File: src/rtl/div_pkg.sv
// Shared constants and state encoding for the 12-bit sequential divider.
package div_pkg;

    localparam int DIV_W = 12;

    typedef enum logic [1:0] {
        IDLE = 2'd0,
        RUN  = 2'd1,
        DONE = 2'd2
    } div_state_e;

    // Quotient reported when the divisor is zero.
    localparam logic [DIV_W-1:0] DBZ_QUOT = '1;

endpackage

File: src/rtl/bla_sub12.sv
// Combinational borrow look-ahead subtractor: diff = a - b, bout = borrow out of the MSB.
module bla_sub12
    import div_pkg::*;
#(
    parameter int W = DIV_W
) (
    input  logic [W-1:0] a,
    input  logic [W-1:0] b,
    output logic [W-1:0] diff,
    output logic         bout
);

    logic [W-1:0] g;
    logic [W-1:0] p;

    assign g = ~a & b;
    assign p = ~(a ^ b);

    // A bit borrows if it generates one, or passes an incoming borrow through when a == b.
    always_comb begin
        logic c;
        c    = 1'b0;
        diff = '0;
        for (int i = 0; i < W; i++) begin
            diff[i] = a[i] ^ b[i] ^ c;
            c       = g[i] | (p[i] & c);
        end
        bout = c;
    end

endmodule

File: src/rtl/div12_seq.sv
// Sequential unsigned restoring divider: one quotient bit per cycle, start/done handshake.
module div12_seq
    import div_pkg::*;
#(
    parameter int W = DIV_W
) (
    input  logic         clk,
    input  logic         rst,
    input  logic         start,
    input  logic [W-1:0] dividend,
    input  logic [W-1:0] divisor,
    output logic         busy,
    output logic         done,
    output logic [W-1:0] quotient,
    output logic [W-1:0] remainder,
    output logic         div_by_zero,
    output logic [1:0]   dbg_state
);

    // Handshake: start is taken on a rising edge while IDLE or DONE; done is a
    // one-cycle pulse and results stay registered until the next done.
    div_state_e   state_q, state_d;
    logic [3:0]   cnt_q, cnt_d;
    logic [W:0]   rem_q, rem_d;
    logic [W-1:0] dvd_q, dvd_d;
    logic [W-1:0] dvs_q, dvs_d;
    logic [W-1:0] quo_q, quo_d;
    logic [W-1:0] quot_q, quot_d;
    logic [W-1:0] remo_q, remo_d;
    logic         dbz_q, dbz_d;

    logic [W:0]   r_shift;
    logic [W-1:0] trial;
    logic         bout;
    logic         take;

    assign r_shift = {rem_q[W-1:0], dvd_q[W-1]};

    bla_sub12 #(.W(W)) u_sub (
        .a    (r_shift[W-1:0]),
        .b    (dvs_q),
        .diff (trial),
        .bout (bout)
    );

    // With R[W] set the shifted remainder already exceeds any W-bit divisor.
    assign take = r_shift[W] | ~bout;

    always_comb begin
        state_d = state_q;
        cnt_d   = cnt_q;
        rem_d   = rem_q;
        dvd_d   = dvd_q;
        dvs_d   = dvs_q;
        quo_d   = quo_q;
        quot_d  = quot_q;
        remo_d  = remo_q;
        dbz_d   = dbz_q;
        case (state_q)
            IDLE, DONE: begin
                // DONE also accepts start, giving a 13-cycle back-to-back issue interval.
                if (start) begin
                    if (divisor == '0) begin
                        state_d = DONE;
                        quot_d  = W'(DBZ_QUOT);
                        remo_d  = dividend;
                        dbz_d   = 1'b1;
                    end else begin
                        state_d = RUN;
                        dvd_d   = dividend;
                        dvs_d   = divisor;
                        rem_d   = '0;
                        quo_d   = '0;
                        cnt_d   = '0;
                        dbz_d   = 1'b0;
                    end
                end else if (state_q == DONE) begin
                    state_d = IDLE;
                end
            end
            RUN: begin
                rem_d = take ? {1'b0, trial} : r_shift;
                dvd_d = {dvd_q[W-2:0], 1'b0};
                quo_d = {quo_q[W-2:0], take};
                cnt_d = cnt_q + 4'd1;
                if (cnt_q == 4'(W-1)) begin
                    state_d = DONE;
                    quot_d  = quo_d;
                    remo_d  = rem_d[W-1:0];
                end
            end
            default: state_d = IDLE;
        endcase
    end

    always_ff @(posedge clk) begin
        if (rst) begin
            state_q <= IDLE;
            cnt_q   <= '0;
            rem_q   <= '0;
            dvd_q   <= '0;
            dvs_q   <= '0;
            quo_q   <= '0;
            quot_q  <= '0;
            remo_q  <= '0;
            dbz_q   <= 1'b0;
        end else begin
            state_q <= state_d;
            cnt_q   <= cnt_d;
            rem_q   <= rem_d;
            dvd_q   <= dvd_d;
            dvs_q   <= dvs_d;
            quo_q   <= quo_d;
            quot_q  <= quot_d;
            remo_q  <= remo_d;
            dbz_q   <= dbz_d;
        end
    end

    assign busy        = (state_q == RUN);
    assign done        = (state_q == DONE);
    assign quotient    = quot_q;
    assign remainder   = remo_q;
    assign div_by_zero = dbz_q;
    assign dbg_state   = state_q;

endmodule

File: config.mk
export PLATFORM = sky130hd
export DESIGN_NAME = div12_seq
export DESIGN_NICKNAME = d
export VERILOG_FILES = /design/src/rtl/div_pkg.sv /design/src/rtl/bla_sub12.sv /design/src/rtl/div12_seq.sv
export SDC_FILE = /design/constraint.sdc
export NUM_CORES = 1
export LEC_CHECK = 0
export ABC_AREA = 1
export BUFFER_PORTS_ARGS = -buffer_cell sky130_fd_sc_hd__clkbuf_2
export CELL_PAD_IN_SITES_DETAIL_PLACEMENT = 1
export CELL_PAD_IN_SITES_GLOBAL_PLACEMENT = 1
export CORE_UTILIZATION = 44
export DETAILED_ROUTE_END_ITERATION = 7
export PLACE_DENSITY_LB_ADDON = 0.08
export SLEW_MARGIN = 25
export SYNTH_ARGS = -nofsm -noshare
export SYNTH_HDL_FRONTEND = slang
export SYNTH_SLANG_ARGS = --single-unit
File: constraint.sdc
create_clock -name clk -period 13.3 [get_ports clk]
set_clock_uncertainty 0.15 [all_clocks]
set_input_delay 0.665 -clock clk [delete_from_list [all_inputs] [get_ports clk]]
set_output_delay 0.665 -clock clk [all_outputs]
set_load 0.1 [all_outputs]
# Word level (Yosys, flattened, before mapping)
# Index checks and enable logic that the tools add are counted.
[totals]
register_bits = 78
word_cells = 106
in_bits = 27
output_inout_bits = 29
[classes]
n_eq_ne = 8
muxes = 27
addsub = 1
reduce_logical = 9
bitwise = 52
[op_table]
columns = ["cell", "n"]
rows = [
  ["$mux 12", 11],
  ["$pmux 12 s2", 4],
  ["$not 12->12", 2],
  ["$xor 1x1->1", 23],
  ["$mux 11", 2],
  ["$pmux 11 s2", 1],
  ["$and 12x12->12", 1],
  ["$logic_not 12->1", 1],
  ["$or 1x1->1", 12],
  ["$xor 12x12->12", 1],
  ["$and 1x1->1", 11],
  ["$mux 2", 4],
  ["$mux 4", 2],
  ["$pmux 4 s2", 1],
  ["$ne 2x2->1 const B", 3],
  ["$reduce_and 3->1", 2],
  ["$add 4x1->4 const B", 1],
  ["$eq 4x4->1 const B", 1],
  ["$pmux 2 s2", 1],
  ["$reduce_and 2->1", 2],
  ["$reduce_and 4->1", 1],
  ["$ne 3x3->1 const B", 1],
  ["$eq 2x1->1 const B", 1],
  ["$eq 2x2->1 const B", 1],
  ["6 further kinds", 7],
]

# Longest topological paths before layout
# Gate-level depths: netlist of the first run.
[logic_depth]
word_depth = 29
depth_mapped = 23
mapped_depth_nobuf = 22

# Hierarchy
# From an unflattened synthesis of the first run, not the netlist that was laid out.
[unflattened]
hier_cells = 533
area_unflattened_um2 = 3756.1
[by_module_without_submodules]
columns = ["module", "area_each_um2", "instances", "cells_each", "seq_area_each_um2"]
rows = [
  ["div12_seq", 3429.5, 1, 496, 1561.5],
  ["bla_sub12", 326.6, 1, 37, 0.0],
]

# Worst setup path before layout of the first run
# OpenSTA, ideal clock, no wires.
[synth_timing]
kind = "register -> register"
start = "reg dvd_q[11]"
end = "reg remo_q[3] (netlist: remainder[3])"
path_slack_ps = 7829
t_required_ps = 13084
synth_period_minus_slack_ps = 5471
arrival_ps = 5255
stages_incl_launch_ff = 24
path_cell_list = "dfxtp_1 > inv_1 > ha_1 > fa_1 > fa_1 > fa_1 > fa_1 > fa_1 > fa_1 > fa_1 > fa_1 > fa_1 > fa_1 > inv_1 > fa_1 > nor2_1 > nor2_2 > buf_4 > nand2_1 > nand2_1 > nor2_1 > nand3_1 > nand2_1 > nor2_1"
[synth_between]
elab_chain_cells = 29
[synth_lines]
columns = ["element", "line_no", "rtl"]
rows = [
  ["start, declared", "div12_seq.sv:25", "logic [W-1:0] dvd_q, dvd_d;"],
  ["start signal, assigned", "div12_seq.sv:111", "dvd_q <= dvd_d;"],
  ["$not 12->12 *", "bla_sub12.sv:16", "assign g = ~a & b;"],
  ["$and 12x12->12 *", "bla_sub12.sv:16", ""],
  ["$and 1x1->1 *", "bla_sub12.sv:26", "c = g[i] | (p[i] & c);"],
  ["$or 1x1->1 *", "bla_sub12.sv:26", ""],
  ["$and 1x1->1 *", "bla_sub12.sv:26", ""],
  ["$or 1x1->1 *", "bla_sub12.sv:26", ""],
  ["$and 1x1->1", "bla_sub12.sv:26", ""],
  ["$or 1x1->1", "bla_sub12.sv:26", ""],
  ["[13 not listed]", "-", ""],
  ["$or 1x1->1", "bla_sub12.sv:26", ""],
  ["$and 1x1->1", "bla_sub12.sv:26", ""],
  ["$or 1x1->1", "bla_sub12.sv:26", ""],
  ["$not 1->1", "div12_seq.sv:47", "assign take = r_shift[W] | ~bout;"],
  ["$or 1x1->1", "div12_seq.sv:47", ""],
  ["$mux 12 *", "div12_seq.sv:82", "rem_d = take ? {1'b0, trial} : r_shift;"],
  ["$mux 12 *", "div12_seq.sv:86", "if (cnt_q == 4'(W-1)) begin"],
  ["$pmux 12 s2 *", "div12_seq.sv:59", "case (state_q)"],
  ["end signal, assigned", "div12_seq.sv:115", "remo_q <= remo_d;"],
  ["end, declared", "div12_seq.sv:29", "logic [W-1:0] remo_q, remo_d;"],
]
# Every way passes the cells marked *; elsewhere a longest branch is shown, timed or not. The select of a mux whose other input is x is not followed.
# A chain may end at the register's enable or synchronous reset.

# Worst setup path in the final report of the first run
# Same ends and word-level chain as after synthesis.

==> impl_results.md, run 1 <==
- Die width: ~95 um
- Switch Pwr: 240 uW
- Post-synth top area share: 41.0%
- Share of cells above drive strength 1: approximately 15%
- I/O Buffers: 55
- GP Congestion: 0.857
- Initial antenna violation count: 0
- Largest net degree at the start of global routing: 65
- Total gr overflow: 0
- DRC viols: 0
- Clock sinks: about 80
- Critical path class: reg -> reg
- Drt wl/cell: approximately 15 um
- Sw frac: 37.0%
- First-pass GRT wire length: approximately 17 mm
- Top post-synthesis cells by count: nand2_1, nor2_1, dfxtp_1
- Root buf cell: clkbuf_8
- Minimum clock period: 6.30 ns
- Worst-path clk slew: 0.09 ns
- Area after DPL: approximately 4100 um^2
- Internal: around 410 uW
- Worst EP arrival: around 6.5 ns
- Slew of the pin with the lowest slew margin: 0.943 ns
- Setup_tns: 0 ns
- Syn avg cell area: between 6 and 7 um^2
- Crit start category: flip-flop
- Rows: 33
- Post-Syn Area: 3800 um^2
- Finished Cell Area: between 4000 and 5000 um^2
- Worst EP required: around 13 ns
- Die Y: between 90 and 100 um
- Async SR Flop Fraction: 0%
- Final period util: between 40 and 50%
- Max FO, Critical Path: 14
- Post-synth EDFFs: 0
- Iteration count of the initial detailed-routing pass: 4
- Initial DRC Count: between 200 and 250
- FILL cells: between 1000 and 1500
- Post-CTS Setup Bufs: 0
- Top cell type by total area after synthesis: dfxtp_1
- Hpwl dp: between 7 and 8 mm
- Synth area leaders: dfxtp_1, nand2_1, a21oi_1, nor2_1, nand3_1
- Core Region: ~8300 um^2
- Fin. Hold Viols: 0
- Post-CTS Hold Fix Bufs: 0
- CTS Buf Count: 9
- VDD IR max: 76.3 uV
- Outcome: completed
- Seq/Total Area, Yosys: between 40% and 50%
- YS warnings: 0
- Pins Over Slew Limit: 0
- Die area: 9020 um^2
- Diodes inserted: 0
- Cell area power density: roughly 150 nW/um^2
- Final nets: about 600
- Crit. End Element: flip-flop
- Via Count: around 3600
- CTS resizes: 0
- HP Class: reg -> reg
- Worst skew pair latency: between 0.3 and 0.4 ns
- Clock Power Share: 31.3%
- Distinct cells, synth: 23
- Starting density of the core: between 40% and 50%
- Clock buffer depth: 2
- #FFs+latches synth: 78
- Main synth FF type: dfxtp_1
- Relative slew margins: 36.9%
- Share of power burned in registers: around 41%
- Top-count cell post-synth: nand2_1
- Power share of the combinational group: approximately 28%
- Endpoints failing setup: 0
- RSZ-0062 raised after global routing: false
- Vias/cell: a little over 5
- H-tree depth: 3
- Area Overhead vs Synth: 12.3%
- Pre-CTS setup slack: between 7 and 8 ns
- GRT Overall Usage: 25.3%
- Routed Antenna Nets: 0
- Post-Route WL: roughly 10 mm
- Net Count, Synth: slightly below 600
- Leak: 0.00195 uW
- Ports: between 50 and 60
- Setup ws final: 7.00 ns
- CTS tree: yes
- Max Freq: approximately 160 MHz
- Vias in the first global route: ~3600
- Syn Inst Count: approximately 540
- Max-cap violations: 0
## layout make-up
cell class / instances / area (um^2) / share of cell area, %
Clock buffer: 10 / 138 / 3.22
Multi-Input combinational cell: 371 / 1840 / 43.1
Sequential cell: 78 / 1560 / 36.6
Clock inverter: 5 / 82.6 / 1.93
Inverter: 60 / 228 / 5.33
Timing Repair Buffer: 57 / 290 / 6.80
Tap cell: 105 / 131 / 3.08
## critical path: stages (launching register included)
cell and delay, ns:
dfxtp_1 0.38, inv_1 0.06, ha_1 0.20, fa_1 0.37, fa_1 0.39, fa_1 0.40, fa_1 0.39, fa_1 0.40
fa_1 0.39, fa_1 0.39, fa_1 0.42, fa_1 0.39, fa_1 0.37, inv_1 0.09, fa_1 0.17, nor2_1 0.20
nor2_2 0.48, nand2_1 0.13, nand2_1 0.14, nor2_1 0.09, nand3_1 0.09, nand2_1 0.07, nor2_1 0.08
## kinds of logic after synthesis
kind of cell	share of synthesized area, %
flip-flops	41.0
adder cells (fa/ha/maj)	6.45
buffers and inverters	10.6
AND/OR/NAND/NOR	28.2
AO/OA/AOI/OAI	13.7
## per-stage QoR
step | total power [uW] | cells | hold slack, ns | utilization, %
floorplan | 413 | 544 | 0.281 | -
global placement | 445 | 671 | 0.284 | 48.8
detailed placement | 451 | 671 | 0.293 | 48.8
CTS | 653 | 686 | 0.307 | 51.5
global route | 686 | 686 | 0.327 | 51.5
finish | 649 | 686 | 0.306 | 51.5
## power groups by stage
stage | logic [uW] | registers (uW) | clock network [uW]
finish | 179 | 266 | 203
global route | 200 | 269 | 217
CTS | 180 | 267 | 206
detailed placement | 179 | 272 | 0
global placement | 174 | 271 | 0
floorplan | 98.8 | 315 | 0
## state kept, by name, indices dropped and copies added (netlist names)
signal       flops
div_by_zero      1
dbg_state        2
quotient        12
quo_q           11
dvd_q           12
remainder       12
cnt_q            4
rem_q           12
dvs_q           12
## layout by cell type, fill, tap and decap left out, drive strengths merged
cell    netlist  final
buf          26      2
fa           11     11
dfxtp        78     78
nand2       104    104
a21oi        65     65
ha            2      2
and2          1      1
o21ai        38     38
clkinv        0      2
nand4         1      1
clkbuf        9     65
nand3        56     56
bufinv        0      2
inv          60     61
nor2         82     82
or2          11     11
## final timing paths
check,start,end,slack (ns),depth (start not counted)
setup / recovery,dvd_q[11],remainder[3],7.00,22
hold / removal,quotient[0],quotient[0],0.31,2
setup reg to reg,dvd_q[11],remainder[3],7.00,22
hold reg to reg,quotient[0],quotient[0],0.31,2
## layer usage
metal  vias up  part of all wire (%)  track usage (%)
li1       1783                     -                -
met1      1694                    50             35.1
met2        70                    45             40.5
met3        10                   3.4             3.14
met4         0                   1.3             8.71
met5         -                     0                0
No activity file was read; power rests on OpenSTA's default activity.
==> run 2, diff against run 1 <==
--- a/config.mk
+++ b/config.mk
@@ -9,7 +9,7 @@
 export BUFFER_PORTS_ARGS = -buffer_cell sky130_fd_sc_hd__clkbuf_2
 export CELL_PAD_IN_SITES_DETAIL_PLACEMENT = 1
 export CELL_PAD_IN_SITES_GLOBAL_PLACEMENT = 1
-export CORE_UTILIZATION = 44
+export CORE_UTILIZATION = 37
 export DETAILED_ROUTE_END_ITERATION = 7
 export PLACE_DENSITY_LB_ADDON = 0.08
 export SLEW_MARGIN = 25
==> constraint.sdc (replaced) <==
create_clock -name clk -period 5.6 [get_ports clk]
set_clock_uncertainty 0.15 [all_clocks]
set_input_delay 0.28 -clock clk [delete_from_list [all_inputs] [get_ports clk]]
set_output_delay 0.28 -clock clk [all_outputs]
set_load 0.1 [all_outputs]
==> run 2 against run 1 <==
  * Core utilization is 6.1 points lower
  * First-iteration DRC count is 51% lower
  * Clock power grew to 2.5 times the previous value
  * Power is 150% higher
  * Combinational power grew to 2.6 times the previous value
  * Critical path depth is 1 higher
==> impl_results.md, run 2 (synthesis results as in run 1) <==
- Clock buffer depth: 2 (unchanged)
- Clock sinks: 78 (unchanged)
- Vias/cell: 4.91 (-5.3%)
- Critical path depth: 23 (+4.5%)
- H-tree depth: 3 (unchanged)
- Setup_tns: 0 ns (unchanged)
- Cell repeated most along the worst path: fa_2
- Worst skew pair latency: 0.36 ns (about the same)
- Largest net degree at the start of global routing: 63 (-3.1%)
- GRT Overall Usage: 21.5% (-3.8 points)
- Endpoints failing setup: 0 (unchanged)
- Max Freq: 186 MHz (+17%)
- Worst EP required: 5.75 ns (-7.71 ns)
- Max FO, Critical Path: 8 (-6)
- Leading cell types in the layout, fill and taps excluded: nand2_1, nor2_1, dfxtp_1, a21oi_1, inv_1
- Final nets: 631 (+2.3%)
- GP Congestion: 0.764 (-11%)
- Cells after DPL: 713 (+6.3%)
- Starting density of the core: 38.6% (-7.3 points)
- Post-Route WL: 10.7 mm (+4.0%)
- Diodes inserted: 0 (unchanged)
- Metal3 WL: 351 um (+0.86%)
- Crit. End Element: flip-flop
- Iteration count of the initial detailed-routing pass: 4 (unchanged)
- DRC viols: 0 (unchanged)
- Minimum clock period: 5.37 ns (-0.923 ns)
- I/O Buffers: 55 (unchanged)
- CTS tree: yes
- Highest routed layer: met4
- Wire length on met2: 4.79 mm (+3.2%)
- WHS Path Cells: 3 (+1)
- WL met1: 5.49 mm (+5.7%)
- Pre-CTS setup slack: -0.175 ns (-7.23 ns)
- Total gr overflow: 0 (unchanged)
- Largest delay contributor family on the critical path: adder cells
- Reg2reg setup slack: 0.23 ns (-6.78 ns)
- Outcome: completed
- Vias in the first global route: 3470 (-2.3%)
- Slew of the pin with the lowest slew margin: 0.890 ns (-0.0530 ns)
- HP Class: in -> reg
- VDD IR max: 136 uV (+78%)
- Setup ws final: 0.225 ns (-6.78 ns)
- Final std cells w/o fill: 729 (+6.3%)
- Pins Over Slew Limit: 0 (unchanged)
- Slowest CP cell: fa_1
- Critical path, cell by cell: inv_1, ha_1, fa_2, fa_2, fa_2, fa_2, fa_2, fa_2, fa_2, fa_2, fa_2, fa_1, inv_1, fa_2, nor2_2, nor2_2, buf_6, nand2_1, nand2_2, nor2_2, nand3_1, nand2_1, nor2_1
- Initial antenna violation count: 0 (unchanged)
- Max-cap violations: 0 (unchanged)
- FILL cells: 1290 (+15%)
- Die area: 10700 um^2 (+19%)
- Area Overhead vs Synth: 17.7%
- Hpwl dp: 7.29 mm (+3.7%)
- Share of cells above drive strength 1: 20.3% (+4.8 points)
- Multi-input gate area: 1880 um^2 (+2.2%)
- Relative slew margins: 40.5% (+3.6 points)
- Cell area power density: 359 nW/um^2 (+140%)
- Post-CTS Hold Fix Bufs: 0 (unchanged)
- Area after DPL: 4190 um^2 (+3.5%)
- Worst EP arrival: 5.53 ns (-0.92 ns)
- Most common cell after layout, fill and taps aside: nand2_1
- Core Region: 9860 um^2 (+19%)
- Finished Cell Area: 4480 um^2 (+4.8%)
- CTS Buf Count: 9 (unchanged)
- Critical path class: reg -> reg
- Via Count: 3581 (+0.67%)
- Drt wl/cell: 14.7 um (-2.2%)
- Power after layout: 1610 uW (+150%)
- Worst-path clk slew: 0.08 ns (about the same)
- CP peak stage delay: 0.38 ns (-0.10 ns)
- Sequential cell area: 1560 um^2 (about the same)
- First-pass GRT wire length: 17.4 mm (-0.59%)
- Fin. Hold Viols: 0 (unchanged)
- Routed Antenna Nets: 0 (unchanged)
- Root buf cell: clkbuf_8
- Crit path buffers/inverters: 3 (+1)
- Worst reg2reg path depth: 23 (+4.5%)
- Post-CTS Setup Bufs: 0 (unchanged)
- Leak: 0.00201 uW (+3.4%)
- Final period util: 96.0% (+49 points)
- Crit start category: flip-flop
- Ports: 56 (unchanged)
- Rows: 36 (+9.1%)
- Die Y: 103 um (+8.9%)
- Initial DRC Count: 100 (-51%)
- Die width: 103 um (+8.9%)
run 2: final timing paths:
check                                  start            to
worst min-delay path              divisor[7]      dvs_q[7]
worst min register to register  quotient[11]  quotient[11]
worst max register to register     dvd_q[11]  remainder[5]
worst max-delay path               dvd_q[11]  remainder[5]
run 2: final cells by class:
class / count / share of cell area, %
Clock buffer: 10 / 2.85
Clock inverter: 6 / 2.46
Inverter: 60 / 5.09
Multi-Input combinational cell: 371 / 42.0
Sequential cell: 78 / 34.9
Tap cell: 133 / 3.72
Timing Repair Buffer: 71 / 9.00
run 2: worst min-delay path, stage by stage:
cell	delay [ns]
clkbuf_2	0.09
o21ai_0	0.08
nor2_1	0.08
run 2: timing repair:
action / CTS / global route
pin swaps: 3 / 2
endpoints found under the setup margin: 24 / 24
resized for setup: 10 / 9
hold endpoints to repair: 0 / 0
run 2: metrics by stage:
stage / hold WS [ns] / utilization, %
after global routing: 0.0475 / 45.4
after detailed placement: 0.294 / 42.5
final: 0.0491 / 45.4
after global placement: 0.284 / 42.5
after floorplan: 0.281 / -
after CTS: 0.0309 / 45.2
run 2: power by group:
group | leakage, uW | switching, uW | internal (uW) | total, uW
clock network | 0.000112 | 218 | 296 | 513
registers | 0.000641 | 32.4 | 602 | 634
logic | 0.00126 | 327 | 133 | 460
total | 0.00201 | 578 | 1030 | 1610
run 2: layer usage:
metal,vias to the layer above,GRT usage [%]
li1,1811,-
met1,1703,30.4
met2,62,33.8
met3,5,3.63
met4,0,5.85
met5,-,0
==> run 3, diff against run 2 <==
--- a/config.mk
+++ b/config.mk
@@ -7,7 +7,7 @@
 export LEC_CHECK = 0
 export ABC_AREA = 1
 export BUFFER_PORTS_ARGS = -buffer_cell sky130_fd_sc_hd__clkbuf_2
-export CELL_PAD_IN_SITES_DETAIL_PLACEMENT = 1
+export CELL_PAD_IN_SITES_DETAIL_PLACEMENT = 0
 export CELL_PAD_IN_SITES_GLOBAL_PLACEMENT = 1
 export CORE_UTILIZATION = 37
 export DETAILED_ROUTE_END_ITERATION = 7
==> run 3 against run 2 <==
  * Count of clock-buffer cells in the layout increased by 1
  * Worst setup slack improved by 0.016 ns
  * Cell count unchanged
  * Clock power decreased by 4.9%
  * Power decreased by 2.4%
  * Highest routed layer unchanged
  * Critical path type unchanged
  * Via count decreased by 3.7%
  * Non-clock buffer count unchanged
  * Maximum frequency increased by 0.29%
==> impl_results.md, run 3 (synthesis results as in run 1) <==
- Outcome: completed
- Max FO, Critical Path: 6 (-2)
- First-pass GRT wire length: 15.8 mm (-8.9%)
- Hpwl dp: 6.68 mm (-8.3%)
- CP peak stage delay: 0.38 ns (about the same)
- VDD IR max: 143 uV (+5.8%)
- Critical path class: reg -> reg
- Root buf cell: clkbuf_8
- Share of cells above drive strength 1: 20.0% (-0.34 points)
- Initial DRC Count: 148 (+48%)
- Worst skew pair latency: 0.35 ns (about the same)
- CTS tree: yes
- Vias in the first global route: 3116 (-10%)
- Vias/cell: 4.73 (-3.7%)
- Post-CTS Hold Fix Bufs: 0 (unchanged)
- Clock sinks: 78 (unchanged)
- Via Count: 3448 (-3.7%)
- HP Class: in -> reg
- Power after layout: 1570 uW (-2.4%)
- Final Util: 45.3% (-0.13 points)
- Die width: 103 um (unchanged)
- Leak: 0.00201 uW (+0.17%)
- Initial antenna violation count: 0 (unchanged)
- Final nets: 631 (unchanged)
- Diodes inserted: 0 (unchanged)
- Leading cell types in the layout, fill and taps excluded: nand2_1, nor2_1, dfxtp_1, a21oi_1, inv_1
- Max-cap violations: 0 (unchanged)
- Die area: 10700 um^2 (unchanged)
- Crit path to: remainder[5]
- GRT Overall Usage: 19.7% (-1.8 points)
- Worst EP required: 5.70 ns (-0.05 ns)
- Most common cell after layout, fill and taps aside: nand2_1
- Largest delay contributor family on the critical path: adder cells
- CP Launch Point: dvd_q[11]
- Worst EP arrival: 5.46 ns (-0.07 ns)
- Setup_tns: 0 ns (unchanged)
- Cell repeated most along the worst path: fa_2
- Worst reg2reg endpoint: remainder[5]
- Worst-path clk slew: 0.08 ns (about the same)
- Endpoints failing setup: 0 (unchanged)
- Rows: 36 (unchanged)
- Largest net degree at the start of global routing: 63 (unchanged)
- Crit path buffers/inverters: 3 (unchanged)
- Core Region: 9860 um^2 (unchanged)
- Min-delay src: divisor[2]
- Starting density of the core: 38.6% (unchanged)
- Cell area power density: 351 nW/um^2 (-2.1%)
- Die Y: 103 um (unchanged)
- Finished Cell Area: 4470 um^2 (-0.28%)
- RSZ-0062 raised after global routing: false
- Relative slew margins: 42.6% (+2.1 points)
- Reg2reg start: dvd_q[11]
- Ports: 56 (unchanged)
- Post-CTS Setup Bufs: 0 (unchanged)
- Area after DPL: 4190 um^2 (unchanged)
- Area Overhead vs Synth: 17.4%
- Post-Route WL: 9.79 mm (-8.7%)
- Routed Antenna Nets: 0 (unchanged)
- Slowest CP cell: fa_1
- Hold WS: 0.0456 ns (-0.00354 ns)
- Pins Over Slew Limit: 0 (unchanged)
- I/O Buffers: 55 (unchanged)
- Slew of the pin with the lowest slew margin: 0.859 ns (-0.0310 ns)
- Final period util: 95.7% (-0.28 points)
- CTS Buf Count: 9 (unchanged)
- Clock buffer depth: 2 (unchanged)
- GP Congestion: 0.764 (unchanged)
- Drt wl/cell: 13.4 um (-8.7%)
- Critical path, cell by cell: inv_1, ha_1, fa_2, fa_2, fa_2, fa_1, fa_2, fa_2, fa_2, fa_2, fa_2, fa_1, inv_1, fa_1, nor2_1, buf_4, nand3_1, nand2_2, nor2_1, nand3_1, nand2_1, nor2_1
- Reg2reg setup slack: 0.24 ns (+0.02 ns)
- Iteration count of the initial detailed-routing pass: 4 (unchanged)
- Max Freq: 187 MHz (+0.29%)
- Minimum clock period: 5.36 ns (-0.0155 ns)
- Crit. End Element: flip-flop
- Crit start category: flip-flop
- Critical path depth: 22 (-4.3%)
- H-tree depth: 3 (unchanged)
- Total gr overflow: 0 (unchanged)
- Fin. Hold Viols: 0 (unchanged)
- DRC viols: 0 (unchanged)
- Worst reg2reg path depth: 22 (-4.3%)
==> run 3: cell count changes in the layout (fill, tap and decap cells not counted), sizes merged <==
cell,before,now
clkbuf,65,66
bufinv,3,2
clkinv,1,2
clkinvlp,2,1
==> run 3: worst min path at each step <==
stage	end	slack [ns]	depth (start not counted)
2_1_floorplan	quo_q[2]	0.28	2
3_3_place_gp	quotient[11]	0.28	2
3_5_place_dp	quotient[1]	0.29	2
4_1_cts	dvs_q[2]	0.03	3
5_1_grt	dvs_q[2]	0.06	3
6_report	dvs_q[2]	0.05	3
==> run 3: layout make-up <==
class | instances | area, um^2
clock buffer | 11 | 151
clock inverter | 5 | 81.3
fill | 1039 | 5400
inverter | 60 | 228
multi-input combinational | 371 | 1870
sequential | 78 | 1560
tap | 133 | 166
timing repair buffer | 71 | 403
==> run 3: metrics by stage <==
stage,cells,worst slack (ns)
2_1_floorplan,544,0.129
3_3_place_gp,713,-0.148
3_5_place_dp,713,-0.157
4_1_cts,729,0.0242
5_1_grt,729,0.00330
6_report,729,0.241
==> run 3: worst min-delay path, delay by kind of cell <==
kind	cells	cell delay (ns)
buffers and inverters	1	0.08
AND/OR/NAND/NOR	1	0.07
AO/OA/AOI/OAI	1	0.07
==> run 3: what timing repair did <==
| item | CTS | global route |
|---|---|---|
| gates resized for setup | 6 | 10 |
| setup endpoints to repair | 23 | 22 |
| pin swaps | 2 | 3 |
==> run 3: power breakdown <==
part,switching (uW),total (uW),internal [uW]
logic,319,448,129
registers,31.1,633,602
clock network,213,488,275
==> run 3: routing by layer <==
layer	track usage [%]	vias to the layer above	wire length (um)
met5	0	-	0
met4	8.45	0	109
met3	2.89	9	302
met2	28.5	59	4080
met1	29.0	1572	5300
li1	-	1808	-
